--- src/rtl/hpc1_or_arbiter_if.sv ---
// Request, randomness, gadget and response signals of the HPC1 OR arbiter.
// The arbiter connects through the slave modport; requesters, the
// randomness source and the gadget together form the master side.
interface hpc1_or_arbiter_if #(
    parameter int SEC_ORDER = 2,
    parameter int NREQ      = 4,
    parameter int RND_W     = 6
);
    localparam int D = SEC_ORDER + 1;

    logic [NREQ-1:0]   req_valid;
    logic [NREQ-1:0]   req_ready;
    logic [NREQ*D-1:0] req_a;
    logic [NREQ*D-1:0] req_b;
    logic              rnd_valid;
    logic [RND_W-1:0]  rnd_in;
    logic              rnd_ready;
    logic              drain;
    logic              idle;
    logic [D-1:0]      g_ina;
    logic [D-1:0]      g_inb;
    logic [RND_W-1:0]  g_rnd;
    logic [D-1:0]      g_out;
    logic [NREQ-1:0]   rsp_valid;
    logic [D-1:0]      rsp_data;

    modport master (
        output req_valid, req_a, req_b, rnd_valid, rnd_in, drain, g_out,
        input  req_ready, rnd_ready, idle, g_ina, g_inb, g_rnd, rsp_valid, rsp_data
    );

    modport slave (
        input  req_valid, req_a, req_b, rnd_valid, rnd_in, drain, g_out,
        output req_ready, rnd_ready, idle, g_ina, g_inb, g_rnd, rsp_valid, rsp_data
    );
endinterface

--- src/rtl/hpc1_or_arbiter.sv ---
// Round-robin arbiter sharing one pipelined HPC1 masked-OR gadget between
// NREQ requesters. Shares and randomness pass through untouched; the
// arbiter never recombines shares. A valid/ID shift register matched to
// the gadget latency routes each result back to its originator.
module hpc1_or_arbiter #(
    parameter int SEC_ORDER = 2,
    parameter int NREQ      = 4,
    parameter int RND_W     = 6,
    parameter int G_LAT     = 2
) (
    input  logic             clk,
    input  logic             rst,
    hpc1_or_arbiter_if.slave bus
);
    localparam int D   = SEC_ORDER + 1;
    localparam int IDW = (NREQ > 1) ? $clog2(NREQ) : 1;
    // One issue-register stage plus G_LAT gadget stages
    localparam int TD  = G_LAT + 1;

    localparam logic [1:0] ST_RUN   = 2'd0;
    localparam logic [1:0] ST_DRAIN = 2'd1;
    localparam logic [1:0] ST_QUIET = 2'd2;

    logic [IDW-1:0]   r_ptr;
    logic [D-1:0]     r_g_ina;
    logic [D-1:0]     r_g_inb;
    logic [RND_W-1:0] r_g_rnd;
    logic [TD-1:0]    r_trk_v;
    logic [IDW-1:0]   r_trk_id [TD];

    logic [D-1:0]     w_a_lane [NREQ];
    logic [D-1:0]     w_b_lane [NREQ];
    logic [IDW-1:0]   w_win;
    logic [IDW-1:0]   w_scan;
    logic [IDW-1:0]   w_ptr_nxt;
    logic             w_any;
    logic             w_issue;
    logic [1:0]       w_state;

    genvar gi;
    generate
        for (gi = 0; gi < NREQ; gi++) begin : g_lane
            assign w_a_lane[gi] = bus.req_a[gi*D +: D];
            assign w_b_lane[gi] = bus.req_b[gi*D +: D];
        end
    endgenerate

    // Winner: first requester at or above r_ptr, wrapping (scanned backwards so the nearest wins)
    always_comb begin
        w_win  = r_ptr;
        w_any  = 1'b0;
        w_scan = '0;
        for (int k = NREQ - 1; k >= 0; k--) begin
            w_scan = IDW'((int'(r_ptr) + k) % NREQ);
            if (bus.req_valid[w_scan]) begin
                w_win = w_scan;
                w_any = 1'b1;
            end
        end
    end

    // Issue needs a request, a fresh randomness word and no drain; reset masks the handshake
    assign w_issue   = ~rst & bus.rnd_valid & ~bus.drain & w_any;
    assign w_ptr_nxt = (w_win == IDW'(NREQ - 1)) ? '0 : w_win + 1'b1;

    // One-hot grant to the winner in the issue cycle only
    always_comb begin
        bus.req_ready = '0;
        if (w_issue) begin
            bus.req_ready[w_win] = 1'b1;
        end
    end

    assign bus.rnd_ready = w_issue;

    // Issue stage: capture winner's shares and the randomness word, zero otherwise
    always_ff @(posedge clk or posedge rst) begin
        if (rst) begin
            r_ptr   <= '0;
            r_g_ina <= '0;
            r_g_inb <= '0;
            r_g_rnd <= '0;
        end else if (w_issue) begin
            r_ptr   <= w_ptr_nxt;
            r_g_ina <= w_a_lane[w_win];
            r_g_inb <= w_b_lane[w_win];
            r_g_rnd <= bus.rnd_in;
        end else begin
            r_g_ina <= '0;
            r_g_inb <= '0;
            r_g_rnd <= '0;
        end
    end

    assign bus.g_ina = r_g_ina;
    assign bus.g_inb = r_g_inb;
    assign bus.g_rnd = r_g_rnd;

    // Tracking pipeline: shifts every cycle, no stall, aligned with the gadget output
    always_ff @(posedge clk or posedge rst) begin
        if (rst) begin
            r_trk_v <= '0;
            for (int k = 0; k < TD; k++) begin
                r_trk_id[k] <= '0;
            end
        end else begin
            r_trk_v     <= {r_trk_v[TD-2:0], w_issue};
            r_trk_id[0] <= w_win;
            for (int k = 1; k < TD; k++) begin
                r_trk_id[k] <= r_trk_id[k-1];
            end
        end
    end

    // Response: route the gadget output to the owner, gate the data bus to zero otherwise
    always_comb begin
        bus.rsp_valid = '0;
        bus.rsp_data  = '0;
        if (r_trk_v[TD-1]) begin
            bus.rsp_valid[r_trk_id[TD-1]] = 1'b1;
            bus.rsp_data                  = bus.g_out;
        end
    end

    // Operating state decoded from drain and pipeline occupancy
    always_comb begin
        if (!bus.drain) begin
            w_state = ST_RUN;
        end else if (|r_trk_v) begin
            w_state = ST_DRAIN;
        end else begin
            w_state = ST_QUIET;
        end
    end

    assign bus.idle = (w_state == ST_QUIET);
endmodule

--- src/flat_wrapper.sv ---
// flat-port wrapper written by rule: the top's interface ports become plain ports
module hpc1_or_arbiter_flat 
#(
    parameter int SEC_ORDER = 2,
    parameter int NREQ      = 4,
    parameter int RND_W     = 6,
    parameter int G_LAT     = 2
)
  (clk, rst, bus_req_valid, bus_req_a, bus_req_b, bus_rnd_valid, bus_rnd_in, bus_drain, bus_g_out, bus_req_ready, bus_rnd_ready, bus_idle, bus_g_ina, bus_g_inb, bus_g_rnd, bus_rsp_valid, bus_rsp_data);
  hpc1_or_arbiter_if #(.SEC_ORDER(SEC_ORDER), .NREQ(NREQ), .RND_W(RND_W)) bus_i ();
  input  logic clk;
  input  logic rst;
  input wire logic [$bits(bus_i.req_valid)-1:0] bus_req_valid;
  input wire logic [$bits(bus_i.req_a)-1:0] bus_req_a;
  input wire logic [$bits(bus_i.req_b)-1:0] bus_req_b;
  input wire logic [$bits(bus_i.rnd_valid)-1:0] bus_rnd_valid;
  input wire logic [$bits(bus_i.rnd_in)-1:0] bus_rnd_in;
  input wire logic [$bits(bus_i.drain)-1:0] bus_drain;
  input wire logic [$bits(bus_i.g_out)-1:0] bus_g_out;
  output wire logic [$bits(bus_i.req_ready)-1:0] bus_req_ready;
  output wire logic [$bits(bus_i.rnd_ready)-1:0] bus_rnd_ready;
  output wire logic [$bits(bus_i.idle)-1:0] bus_idle;
  output wire logic [$bits(bus_i.g_ina)-1:0] bus_g_ina;
  output wire logic [$bits(bus_i.g_inb)-1:0] bus_g_inb;
  output wire logic [$bits(bus_i.g_rnd)-1:0] bus_g_rnd;
  output wire logic [$bits(bus_i.rsp_valid)-1:0] bus_rsp_valid;
  output wire logic [$bits(bus_i.rsp_data)-1:0] bus_rsp_data;
  assign bus_i.req_valid = bus_req_valid;
  assign bus_i.req_a = bus_req_a;
  assign bus_i.req_b = bus_req_b;
  assign bus_i.rnd_valid = bus_rnd_valid;
  assign bus_i.rnd_in = bus_rnd_in;
  assign bus_i.drain = bus_drain;
  assign bus_i.g_out = bus_g_out;
  assign bus_req_ready = bus_i.req_ready;
  assign bus_rnd_ready = bus_i.rnd_ready;
  assign bus_idle = bus_i.idle;
  assign bus_g_ina = bus_i.g_ina;
  assign bus_g_inb = bus_i.g_inb;
  assign bus_g_rnd = bus_i.g_rnd;
  assign bus_rsp_valid = bus_i.rsp_valid;
  assign bus_rsp_data = bus_i.rsp_data;
  hpc1_or_arbiter #(.SEC_ORDER(SEC_ORDER), .NREQ(NREQ), .RND_W(RND_W), .G_LAT(G_LAT)) u_core (.clk(clk), .rst(rst), .bus(bus_i));
endmodule
--- config.mk ---
export PLATFORM = sky130hd
export DESIGN_NAME = hpc1_or_arbiter_flat
export DESIGN_NICKNAME = d
export VERILOG_FILES = /design/src/rtl/hpc1_or_arbiter_if.sv /design/src/rtl/hpc1_or_arbiter.sv /design/src/flat_wrapper.sv
export SDC_FILE = /design/constraint.sdc
export NUM_CORES = 1
export LEC_CHECK = 0
export CORE_MARGIN = 5
export CORE_UTILIZATION = 39
export DETAILED_ROUTE_END_ITERATION = 6
export GPL_TIMING_DRIVEN = 1
export PLACE_DENSITY_LB_ADDON = 0.1
export SYNTH_ARGS = -nofsm -noshare
export SYNTH_HDL_FRONTEND = slang
export SYNTH_SLANG_ARGS = --single-unit
--- constraint.sdc ---
create_clock -name clk -period 4.26 [get_ports clk]
set_clock_uncertainty 0.2 [all_clocks]
set_input_delay 0.852 -clock clk [delete_from_list [all_inputs] [get_ports clk]]
set_output_delay 0.852 -clock clk [all_outputs]
set_load 0.02 [all_outputs]
==> results.toml <==
[setup_path]
worstPathRequired_ps = 3210
cp.buffers_inverters = 3
cp-startpoint = "bus_req_valid[3]"
crit_top_cell = "clkdlybuf4s50_1"
worst-setup-path-type = "in2out"
crit_slowest_cell = "clkdlybuf4s50_1"
r2r_slack_ps = 2320
path_delay_family = "buffers and inverters"
crit_chain = "clkdlybuf4s50_1 -> or3_1 -> nand4b_2 -> nand2_4 -> inv_1 -> ha_1 -> and2_1 -> clkdlybuf4s50_1"
slowest_delay_ps = 600
r2r-end = "u_core.r_ptr[1]"
worst-endpoint-arrival_ps = 2990
path_max_fanout = 9
r2r_cells = 5
cp.depth = 8
endpoint_kind = "output pin"
crit_end = "bus_req_ready[1]"
critPathLaunchType = "input port"
r2r-start = "u_core.r_ptr[0]"

[placement]
port_buffers = 65
dp_hpwl_mm = 2.167
place_inst = 184
gp_congestion = 0.6891

[floorplan]
core_um2 = 2710
initial_core_util = 0.4026
fp-row-count = 19
die_y_um = 62.89
io-pin-count = 66
dieArea_um2 = 3955
die_x_um = 62.89

[global_routing]
grt_pass1_wl_mm = 4.540
antenna_found_initial = 0
first_global_vias = 1012
overflow = 0
grt_use_total = 0.1406
grt_max_degree = 24

[logic_synthesis]
synth_commonest_cells = "23 x dfrtp_1, 13 x and2_1, 12 x mux2i_1"
synthTopCellsByArea = "dfrtp_1 53%, mux2i_1 11%, and2_1 7.5%"
yosysWarningCount = 0
synth_top_area_cell = "dfrtp_1"
synth_ff_type = "dfrtp_1"
syn_nets = 133
synth-edff-count = 0
ys_types = 29
synth.cell_area_um2 = 1091
async_reset_ff_frac = 1.000
ys_seq_area_frac = 0.5275
synth_top_area_share = 0.5275
syn_inst = 88
synth_seq_cells = 23
avgSynthCellArea_um2 = 12.40
yosysMostFrequentCell = "dfrtp_1"

[final_layout]
area_growth_pct = 65.60
drive_above_1_share = 0.08280
fin_cells = 188
n_antenna_cell = 0
nNetsFinal = 203
fillerInstances = 241

[sta]
timing.slew.headroom = 0.4345
worstMarginPinSlew_ps = 847.3
fin_crit_sh = 0.9488
rsz0062_at_grt = "no"
slew_violations = 0
tns_ps = 0
hold_violations = 0
setup_violations = 0
max_freq_mhz = 247.4
period_minus_slack_ps = 4042
whs_ps = 161.9

[cts]
worstSkewPairLatency_ps = 300
htree_levels = 1
clk_pin_slew_ps = 120
cts_sinks = 23
hold_buffers = 0
numCtsBuffers = 3
post_cts_buffers = 0
cts_tree = "built"
ctsResizeCount = 0
root_buffer = "clkbuf_4"
clockBufferDepth = 2

[pwr]
p_leak_nw = 0.7973
finalPower_w = 0.0005944
power_density_nw_per_um2 = 329.0
worst_ir_drop_vdd_mv = 0.2199

[detailed_routing]
detail-route-antenna-nets = 0
wl_mm = 2.625
drt_iter0_markers = 16
wl_per_cell_um = 13.96
drtPass1Iterations = 4
route.detailed.drc = 0
avgViaCountPerCell = 4.899
vias = 921

[job]
maxCapViolCount = 0

[run_status]
status = "finished clean"

[worst_hold_path]
hold_path_class = "reg2reg"
==> layout by cell type, fill, tap and decap left out, drive strengths merged, types with 3 or more instances in the layout <==
master         netlist  layout
inv                  3       3
mux2i               12      12
clkdlybuf4s50        0      65
o22ai                6       6
dfrtp               23      23
nor2b                3       3
and2                13      13
clkbuf               0       3
nand2                5       5
ha                   4       4
==> area by class of cell <==
type / count / area [µm²] / area share
tap: 31 / 38.79 / 0.02147
timing repair buffer: 67 / 665.6 / 0.3684
sequential: 23 / 575.6 / 0.3186
multi-input combinational: 60 / 488.0 / 0.2701
clock inverter: 1 / 5.005 / 0.002770
inverter: 3 / 11.26 / 0.006233
clock buffer: 3 / 22.52 / 0.01247
==> worst min-delay path by stage <==
stage / from / endpoint / slack [ps] / depth (start not counted)
6_report: u_core.r_trk_id[5] / u_core.r_trk_id[3] / 160 / 0
3_5_place_dp: u_core.r_trk_id[5] / u_core.r_trk_id[3] / 140 / 0
5_1_grt: u_core.r_trk_id[5] / u_core.r_trk_id[3] / 190 / 0
4_1_cts: u_core.r_trk_id[5] / u_core.r_trk_id[3] / 170 / 0
2_1_floorplan: u_core.r_trk_id[2] / u_core.r_trk_id[0] / 130 / 0
3_3_place_gp: u_core.r_trk_id[4] / u_core.r_trk_id[2] / 140 / 0
==> logic make-up (layout without fill, tap and decap cells) <==
| group | Yosys count | after routing | share of synthesized area |
|---|---|---|---|
| AO/OA/AOI/OAI | 11 | 11 | 0.06881 |
| multiplexers | 13 | 13 | 0.1204 |
| flip-flops | 23 | 23 | 0.5275 |
| adder cells (fa/ha/maj) | 4 | 4 | 0.04587 |
| buffers and inverters | 5 | 74 | 0.02522 |
| AND/OR/NAND/NOR | 32 | 32 | 0.2122 |
==> power breakdown <==
group	switching [W]	internal, W
Sequential	0.0000224	0.000254
Clock	0.0000629	0.0000349
Combinational	0.000102	0.000118
==> worst reg2reg max path: stages (launching register included) <==
cell and delay, ps:
dfrtp_1 430, nor2b_1 140, a2bb2oi_1 140, o221a_2 320
ha_1 310, mux2_1 290
==> registers in the layout (all words and copies together) (netlist names) <==
signal            count
u_core.bus.g_rnd      6
u_core.bus.g_inb      3
u_core.r_ptr          2
u_core.r_trk_v        3
u_core.bus.g_ina      3
u_core.r_trk_id       6
==> through the flow <==
step | area, µm² | setup WS (ps) | util
after floorplan | 1091 | 1219 | -
after global placement | 1779 | 295.1 | 0.6565
after detailed placement | 1779 | 221.2 | 0.6565
after CTS | 1807 | 217.4 | 0.6667
after global routing | 1807 | 121.3 | 0.6667
final | 1807 | 218.3 | 0.6667
==> per-layer routing <==
layer  global-route usage  routed length (µm)
met5                    0                   0
met4              0.03979                  23
met3              0.05036                 250
met2               0.2538                1427
met1               0.1518                 923
No activity file was read; power rests on OpenSTA's default activity.
